`src/rtl/mux_arb_reg.sv`:
```
// mux_arb_reg
//   Registered N-channel data selector with per-channel valid/ready handshakes
//   and a one-entry output register. The next channel is chosen either from
//   an explicit select (fixed mode) or by round-robin arbitration among the
//   requesting channels. Because the register accepts new data only when it
//   is empty or being drained, no word is lost or duplicated under
//   backpressure.
//
// Parameters
//   WIDTH     data width per channel (1..32)
//   CHANNELS  number of input channels (2..16)
//   SELW      derived width of select / channel-id fields
//
// Ports
//   clk        rising-edge clock
//   rst_n      asynchronous active-low reset
//   in_data    channel i at bits [i*WIDTH +: WIDTH]
//   in_valid   channel i offers data
//   in_ready   channel i data taken this cycle (valid & ready)
//   mode       0 = fixed select, 1 = round-robin
//   sel        channel granted in fixed mode (out-of-range grants nothing)
//   out_data   registered selected data
//   out_chan   channel id that supplied out_data
//   out_valid  output register holds data
//   out_ready  consumer accepts out_data when out_valid & out_ready
module mux_arb_reg #(
    parameter int WIDTH    = 8,
    parameter int CHANNELS = 4,
    localparam int SELW    = (CHANNELS > 1) ? $clog2(CHANNELS) : 1
) (
    input  logic                      clk,
    input  logic                      rst_n,
    input  logic [CHANNELS*WIDTH-1:0] in_data,
    input  logic [CHANNELS-1:0]       in_valid,
    output logic [CHANNELS-1:0]       in_ready,
    input  logic                      mode,
    input  logic [SELW-1:0]           sel,
    output logic [WIDTH-1:0]          out_data,
    output logic [SELW-1:0]           out_chan,
    output logic                      out_valid,
    input  logic                      out_ready
);

    logic [WIDTH-1:0]    out_data_q,  out_data_d;
    logic [SELW-1:0]     out_chan_q,  out_chan_d;
    logic                out_valid_q, out_valid_d;
    logic [SELW-1:0]     last_q,      last_d;

    logic [CHANNELS-1:0] grant;
    logic [SELW-1:0]     gnt_idx;
    logic                gnt_any;
    logic [WIDTH-1:0]    gnt_data;
    logic                load_ok;
    int unsigned         rr_tgt;

    // The register can take a new word when empty or when its current word
    // leaves in this same cycle.
    assign load_ok = !out_valid_q || out_ready;

    // Grant selection. Round-robin visits last+1, last+2, ... modulo
    // CHANNELS; the target index is compared against every constant channel
    // number so no index can ever reach beyond CHANNELS-1.
    always_comb begin
        grant   = '0;
        gnt_idx = '0;
        gnt_any = 1'b0;
        rr_tgt  = 0;
        if (!mode) begin
            for (int unsigned i = 0; i < CHANNELS; i++) begin
                if (sel == SELW'(i) && in_valid[i]) begin
                    grant[i] = 1'b1;
                    gnt_idx  = SELW'(i);
                    gnt_any  = 1'b1;
                end
            end
        end else begin
            for (int unsigned off = 1; off <= CHANNELS; off++) begin
                rr_tgt = 32'(last_q) + off;
                if (rr_tgt >= CHANNELS) begin
                    rr_tgt = rr_tgt - CHANNELS;
                end
                for (int unsigned j = 0; j < CHANNELS; j++) begin
                    if (!gnt_any && rr_tgt == j && in_valid[j]) begin
                        grant[j] = 1'b1;
                        gnt_idx  = SELW'(j);
                        gnt_any  = 1'b1;
                    end
                end
            end
        end
    end

    always_comb begin
        gnt_data = '0;
        for (int unsigned i = 0; i < CHANNELS; i++) begin
            if (grant[i]) begin
                gnt_data = in_data[i*WIDTH +: WIDTH];
            end
        end
    end

    // rst_n gating keeps every in_ready low for the whole reset interval.
    assign in_ready = grant & {CHANNELS{load_ok && rst_n}};

    always_comb begin
        out_data_d  = out_data_q;
        out_chan_d  = out_chan_q;
        out_valid_d = out_valid_q;
        last_d      = last_q;
        if (gnt_any && load_ok) begin
            out_data_d  = gnt_data;
            out_chan_d  = gnt_idx;
            out_valid_d = 1'b1;
            last_d      = gnt_idx;
        end else if (out_valid_q && out_ready) begin
            out_valid_d = 1'b0;
        end
    end

    always_ff @(posedge clk or negedge rst_n) begin
        if (!rst_n) begin
            out_data_q  <= '0;
            out_chan_q  <= '0;
            out_valid_q <= 1'b0;
            last_q      <= SELW'(CHANNELS - 1);
        end else begin
            out_data_q  <= out_data_d;
            out_chan_q  <= out_chan_d;
            out_valid_q <= out_valid_d;
            last_q      <= last_d;
        end
    end

    assign out_data  = out_data_q;
    assign out_chan  = out_chan_q;
    assign out_valid = out_valid_q;

endmodule

```
`config.mk`:
```
export PLATFORM = sky130hd
export DESIGN_NAME = mux_arb_reg
export DESIGN_NICKNAME = d
export VERILOG_FILES = /design/src/rtl/mux_arb_reg.sv
export SDC_FILE = /design/constraint.sdc
export NUM_CORES = 1
export LEC_CHECK = 0
export ABC_AREA = 1
export CORE_MARGIN = 3
export CORE_UTILIZATION = 47
export DETAILED_ROUTE_END_ITERATION = 10
export HOLD_SLACK_MARGIN = 0.1
export PLACE_DENSITY = 0.85
export SYNTH_ARGS = -nofsm -noshare
export SYNTH_HDL_FRONTEND = slang
export SYNTH_SLANG_ARGS = --single-unit
```
`constraint.sdc`:
```
create_clock -name clk -period 5.6 [get_ports clk]
set_clock_uncertainty 0.2 [all_clocks]
set_input_delay 1.68 -clock clk [delete_from_list [all_inputs] [get_ports clk]]
set_output_delay 1.68 -clock clk [all_outputs]
set_load 0.02 [all_outputs]
```
==> results.json, run 1 <==
{
  "avgSynthCellArea_um2": 5.83,
  "clkLatencyLatePin_ns": 0.27,
  "pre_cts_ws_ns": -0.229,
  "critPathBufInv": 2,
  "setup_tns_ns": 0,
  "p_int_w": 0.000423,
  "fmax_ghz": 0.184,
  "p_comb_share_pct": 71.3,
  "dpl-instance-area_um2": 2160,
  "ctsRootBufferMaster": "clkbuf_4",
  "worst_pin_slew_ns": 0.758,
  "vias_per_cell": 4.89,
  "pin_count": 57,
  "synth_area_um2": 1390,
  "end_kind": "output pin",
  "clkSlewWorstSetupHoldPaths_ns": 0.07,
  "outcome": "completed",
  "syn2layout_area_growth_pct": 56.2,
  "place_congestion": 0.911,
  "die_x_um": 60.4,
  "core_area_um2": 2780,
  "nets": 364,
  "p_seq_share_pct": 22.0,
  "antenna_found_initial": 0,
  "path_cells": "clkdlybuf4s50_1 > nand3_2 > nand2_2 > nor2_4 > nand4_4 > nor2_2 > nand4_2 > nor2_4 > nand3_2 > nor2_4 > nand3_2 > a21oi_1 > clkbuf_2",
  "drtIter0Drc": 69,
  "ant_nets": 0,
  "drive_gt1_share_pct": 18.1,
  "relSlewSlack_pct": 49.4,
  "drc": 0,
  "ys_ff_latch": 13,
  "row_count": 19,
  "io_buffers": 56,
  "finalHoldViolations": 0,
  "ir_drop_mv": 0.404,
  "final.setup.worst_slack_ns": 0.170,
  "async_reset_ff_share_pct": 100,
  "grt_start_max_net_pins": 22,
  "seq_area_frac_synth_pct": 23.5,
  "synth-edff-count": 0,
  "cts_buffer_depth": 2,
  "cts.htree.levels": 1,
  "insertedDiodeCount": 0,
  "synthCells": 239,
  "drv_slew": 0,
  "grt_pass1_vias": 1562,
  "vias": 1721,
  "utilization_pct": 78.2,
  "start_util_pct": 50.1,
  "power.leakage_nw": 1.15,
  "worst_path_max_delay_cell": "clkdlybuf4s50_1",
  "setup_viol": 0,
  "hp-class": "reg2reg",
  "fin_crit_sh_pct": 97.0,
  "postCtsSetupBuffers": 0,
  "worst-endpoint-required_ns": 3.72,
  "cts_tree": "yes",
  "critPathTopFamily": "simple AND/OR/NAND/NOR gates",
  "syn_nets": 281,
  "yosysWarnings": 0,
  "numCtsBuffers": 3,
  "grt_overflow": 0,
  "setup.worst_path.class": "in2out",
  "final_cell_area_um2": 2170,
  "power_density_nw_per_um2": 379,
  "clockPowerShare_pct": 6.7,
  "hold_buffers": 0,
  "sw_frac_of_total_pct": 48.7,
  "cap_violations": 0,
  "synth_flop_cell": "dfrtp_1",
  "cts.sinks": 13,
  "track_usage_pct": 24.4,
  "arrival_ns": 3.55,
  "path_max_fanout": 4,
  "routedWlPerCell_um": 12.2,
  "grt_pass1_wl_mm": 6.87,
  "synth.distinct_cells": 30,
  "critPathLaunchType": "input pin",
  "finalPower_w": 0.000823,
  "fin_crit_ns": 5.43,
  "p_switching_w": 0.000401,
  "drt_first_pass_iters": 4,
  "place_hpwl_mm": 3.65,
  "routed_wl_mm": 4.30,
  "die_y_um": 60.4,
  "critPathMaxStageDelay_ns": 0.44,
  "die_area_um2": 3650
}
==> what timing repair did <==
action / CTS / global route
pin swaps: 0 / 0
endpoints found under the setup margin: 4 / 4
gates resized for setup: 4 / 9
==> cells in the mapped netlist (3+ instances only) <==
cell / instances / area share (%)
inv_1: 43 / 12
nand3b_1: 3 / 1.6
nor2_1: 36 / 9.7
nor3_1: 6 / 2.2
nor2_4: 3 / 2.4
o21ai_0: 4 / 1.4
nand3_1: 18 / 6.5
nand2_2: 4 / 1.8
nand3_2: 4 / 2.9
nand4_1: 4 / 1.8
nand2_1: 66 / 18
dfrtp_1: 11 / 20
a21oi_1: 15 / 5.4
==> area by class of cell <==
| type | count | area, um^2 |
|---|---|---|
| tap | 31 | 38.8 |
| clock buffer | 4 | 26.3 |
| timing repair buffer | 84 | 751 |
| fill | 245 | 607 |
| sequential | 13 | 328 |
| inverter | 45 | 169 |
| multi-input combinational | 175 | 862 |
==> state kept, by name (all words and copies together) (netlist names) <==
name	cells
last_q	2
out_chan	2
out_data	8
out_valid	1
==> routing by layer <==
metal	global-route usage [%]	vias to the layer above	wire, um
met4	1.86	0	0
met3	3.19	0	379
met1	33.9	741	1920
met5	0	-	0
met2	42.6	63	2000
li1	-	917	-
==> kinds of logic (layout without fill, tap and decap cells) <==
group / after synthesis / in the layout / synth area share [%]
simple gates: 152 / 152 / 52.4
buf+inv: 51 / 133 / 15.0
compound gates: 23 / 23 / 9.08
flops: 13 / 13 / 23.5
==> path summary, 6_finish.rpt <==
check                                  from          end  slack [ns]  cells past startpoint
max in group asynchronous             rst_n    last_q[0]        3.43                      2
min in group asynchronous             rst_n    out_valid        1.55                      2
worst min register to register  out_data[1]  out_data[1]        0.28                      2
worst max register to register    last_q[1]  out_chan[1]        2.52                     16
worst max-delay path            in_valid[2]  in_ready[3]        0.17                     13
worst min-delay path            out_data[1]  out_data[1]        0.28                      2
==> worst register-to-register path, cell delays in order (launching register included) <==
cell and delay (ns):
dfstp_2 0.63, nor2_2 0.10, nand2_2 0.08, nand2_2 0.07, nor2_4 0.11, nand4_4 0.12, nor2_2 0.15, nand4_2 0.11
nor2_4 0.13, nand3_2 0.09, nor2_4 0.10, buf_4 0.12, nand2_1 0.04, nand3_1 0.53, inv_1 0.16, nand2_1 0.12
o21ai_0 0.09
==> layout by cell type (no fill, tap or decap), types with 2 or more instances in the layout <==
master	n
inv_1	43
nand4_1	4
dfstp_2	2
nor2_4	3
clkbuf_2	4
nor2_2	2
nand3_2	4
dfrtp_1	11
clkdlybuf4s50_1	52
clkbuf_4	3
nand2_1	66
nand3b_1	3
a21oi_1	15
nor2_1	36
buf_4	28
nor3_1	6
o21ai_0	4
nand3_1	18
nand2_2	4
inv_2	2
==> power by group through the flow <==
stage / logic (W) / registers [W] / clock network [W]
2_1_floorplan: 0.000339 / 0.000208 / 0
3_3_place_gp: 0.000579 / 0.000179 / 0
3_5_place_dp: 0.000586 / 0.000183 / 0
4_1_cts: 0.000584 / 0.000181 / 0.0000573
5_1_grt: 0.000653 / 0.000187 / 0.0000610
6_report: 0.000587 / 0.000181 / 0.0000550
==> stage by stage <==
stage                     std cells  hold WS (ns)
after global routing            352         0.319
after detailed placement        348         0.268
final                           352         0.280
after floorplan                 239         0.389
after global placement          348         0.264
after CTS                       352         0.284
No activity file was read; power rests on OpenSTA's default activity.
==> run 2, diff against run 1 <==
CORE_UTILIZATION = 43   (was 47)
PLACE_DENSITY = 0.79   (was 0.85)
clock period = 5.88 ns   (was 5.6 ns; I/O delays follow)
==> run 2 against run 1 <==
Net effect: sequential share of layout area is essentially flat; worst setup slack improved by 0.0029 ns; critical path type unchanged; via count grew 0.35%; clock power is 2% higher; wire length decreased by 2.3%; largest cell class unchanged.
==> results.json, run 2 (synthesized netlist as in run 1, its figures left out) <==
{
  "relSlewSlack_pct": 52.2,
  "final_cell_mix": "nand2_1 (66), clkdlybuf4s50_1 (52), inv_1 (43)",
  "grt_pass1_wl_mm": 7.12,
  "die_x_um": 62.9,
  "clkLatencyLatePin_ns": 0.28,
  "drt_first_pass_iters": 4,
  "utilization_pct": 70.6,
  "clkSlewWorstSetupHoldPaths_ns": 0.07,
  "ir_drop_mv": 0.224,
  "die_area_um2": 3960,
  "pin_count": 57,
  "place_congestion": 0.931,
  "drv_slew": 0,
  "routedWlPerCell_um": 11.6,
  "io_buffers": 56,
  "final_cell_area_um2": 2170,
  "grtUsageMet1_pct": 25.7,
  "cts.htree.levels": 1,
  "grtUsageMet2_pct": 40.8,
  "ctsRootBufferMaster": "clkbuf_4",
  "numCtsBuffers": 3,
  "finalPower_w": 0.000777,
  "path_cells": "clkdlybuf4s50_1 > nand3_1 > nand2_2 > nor2_4 > nand4_4 > nor2_2 > nand4_2 > nor2_4 > nand3_1 > nand2_1 > nand2_1 > a21oi_1 > dlygate4sd2_1",
  "grt_start_max_net_pins": 22,
  "worst_pin_slew_ns": 0.715,
  "rsz0062_at_grt": "no",
  "drive_gt1_share_pct": 16.7,
  "critPathMaxStageDelay_ns": 0.41,
  "setup.worst_path.class": "in2out",
  "nets": 360,
  "fin_crit_ns": 5.71,
  "power.leakage_nw": 1.14,
  "antenna_found_initial": 0,
  "insertedDiodeCount": 0,
  "cts.sinks": 13,
  "vias_per_cell": 4.78,
  "top_usage_layer": "met2",
  "drc": 0,
  "worst_path_max_delay_cell": "clkdlybuf4s50_1",
  "place_hpwl_mm": 3.56,
  "arrival_ns": 3.74,
  "drtIter0Drc": 81,
  "hp-class": "reg2reg",
  "setup_viol": 0,
  "cts_buffer_depth": 2,
  "path_max_fanout": 4,
  "grtUsageMet3_pct": 5.58,
  "n_fill_cell": 290,
  "routed_wl_mm": 4.20,
  "worst-endpoint-required_ns": 3.92,
  "power_density_nw_per_um2": 358,
  "grt_pass1_vias": 1632,
  "critPathBufInv": 2,
  "cap_violations": 0,
  "syn2layout_area_growth_pct": 56.1,
  "vias": 1727,
  "critPathLaunchType": "input pin",
  "fmax_ghz": 0.175,
  "grt_overflow": 0,
  "largest_register_ffs": 8,
  "end_kind": "output pin",
  "final_common_cell": "nand2_1",
  "dpl-instance-area_um2": 2150,
  "track_usage_pct": 22.4,
  "finalHoldViolations": 0,
  "ant_nets": 0,
  "die_y_um": 62.9,
  "postCtsSetupBuffers": 0,
  "fin_crit_sh_pct": 97.1,
  "critPathTopFamily": "simple AND/OR/NAND/NOR gates",
  "start_util_pct": 45.2,
  "cts_tree": "yes",
  "core_area_um2": 3080,
  "outcome": "completed",
  "row_count": 20
}
## run 2: stage by stage
| step | setup TNS (ns) | hold WS, ns | worst slack [ns] | std cells |
|---|---|---|---|---|
| after detailed placement | -0.318 | 0.267 | -0.109 | 357 |
| after global placement | -0.0991 | 0.265 | -0.0422 | 357 |
| final | 0 | 0.280 | 0.173 | 361 |
| after CTS | 0 | 0.286 | 0.166 | 361 |
| after floorplan | 0 | 0.389 | 0.766 | 239 |
| after global routing | 0 | 0.305 | 0.00724 | 361 |
## run 2: worst paths after layout
kind                        startpoint          end  slack [ns]  depth (start not counted)
setup / recovery           in_valid[0]  in_ready[1]        0.17                         13
hold / removal             out_data[6]  out_data[6]        0.28                          2
setup reg to reg             last_q[1]  out_chan[1]        2.86                         16
hold reg to reg            out_data[6]  out_data[6]        0.28                          2
max in group asynchronous        rst_n    last_q[0]        3.59                          2
min in group asynchronous        rst_n    out_valid        1.66                          2
## run 2: power by group
| group | internal (W) | total, W | leakage (nW) | switching (W) |
|---|---|---|---|---|
| Combinational | 0.000239 | 0.000550 | 0.968 | 0.000311 |
| Sequential | 0.000136 | 0.000171 | 0.155 | 0.0000350 |
| Clock | 0.0000264 | 0.0000559 | 0.0150 | 0.0000296 |
| Total | 0.000401 | 0.000777 | 1.14 | 0.000376 |
## run 2: worst reg2reg max path, delay by kind of cell (launching register included)
family	cells	cell delay, ns
simple gates	12	1.62
flops	1	0.64
buf+inv	3	0.36
compound gates	1	0.08
## run 2: what timing repair did
action                                  4_1_cts  5_1_grt
gates resized for setup                       5        3
endpoints found under the setup margin        4        2
hold buffers                                  0        0
cloned                                        0        0
## run 2: layout make-up
| cell class | count | area (um^2) | share of cell area [%] |
|---|---|---|---|
| clock buffers | 4 | 26.3 | 1.21 |
| multi-input cells | 175 | 863 | 39.7 |
| flip-flops and latches | 13 | 328 | 15.1 |
| repair buffers | 80 | 732 | 33.7 |
| inverters | 45 | 169 | 7.77 |
| well taps | 44 | 55.1 | 2.53 |
## run 2: routing by layer
metal	routed length (um)	share of wire (%)
met1	1790	43
met2	2110	50
met3	221	5.3
met4	82	2.0
met5	0	0
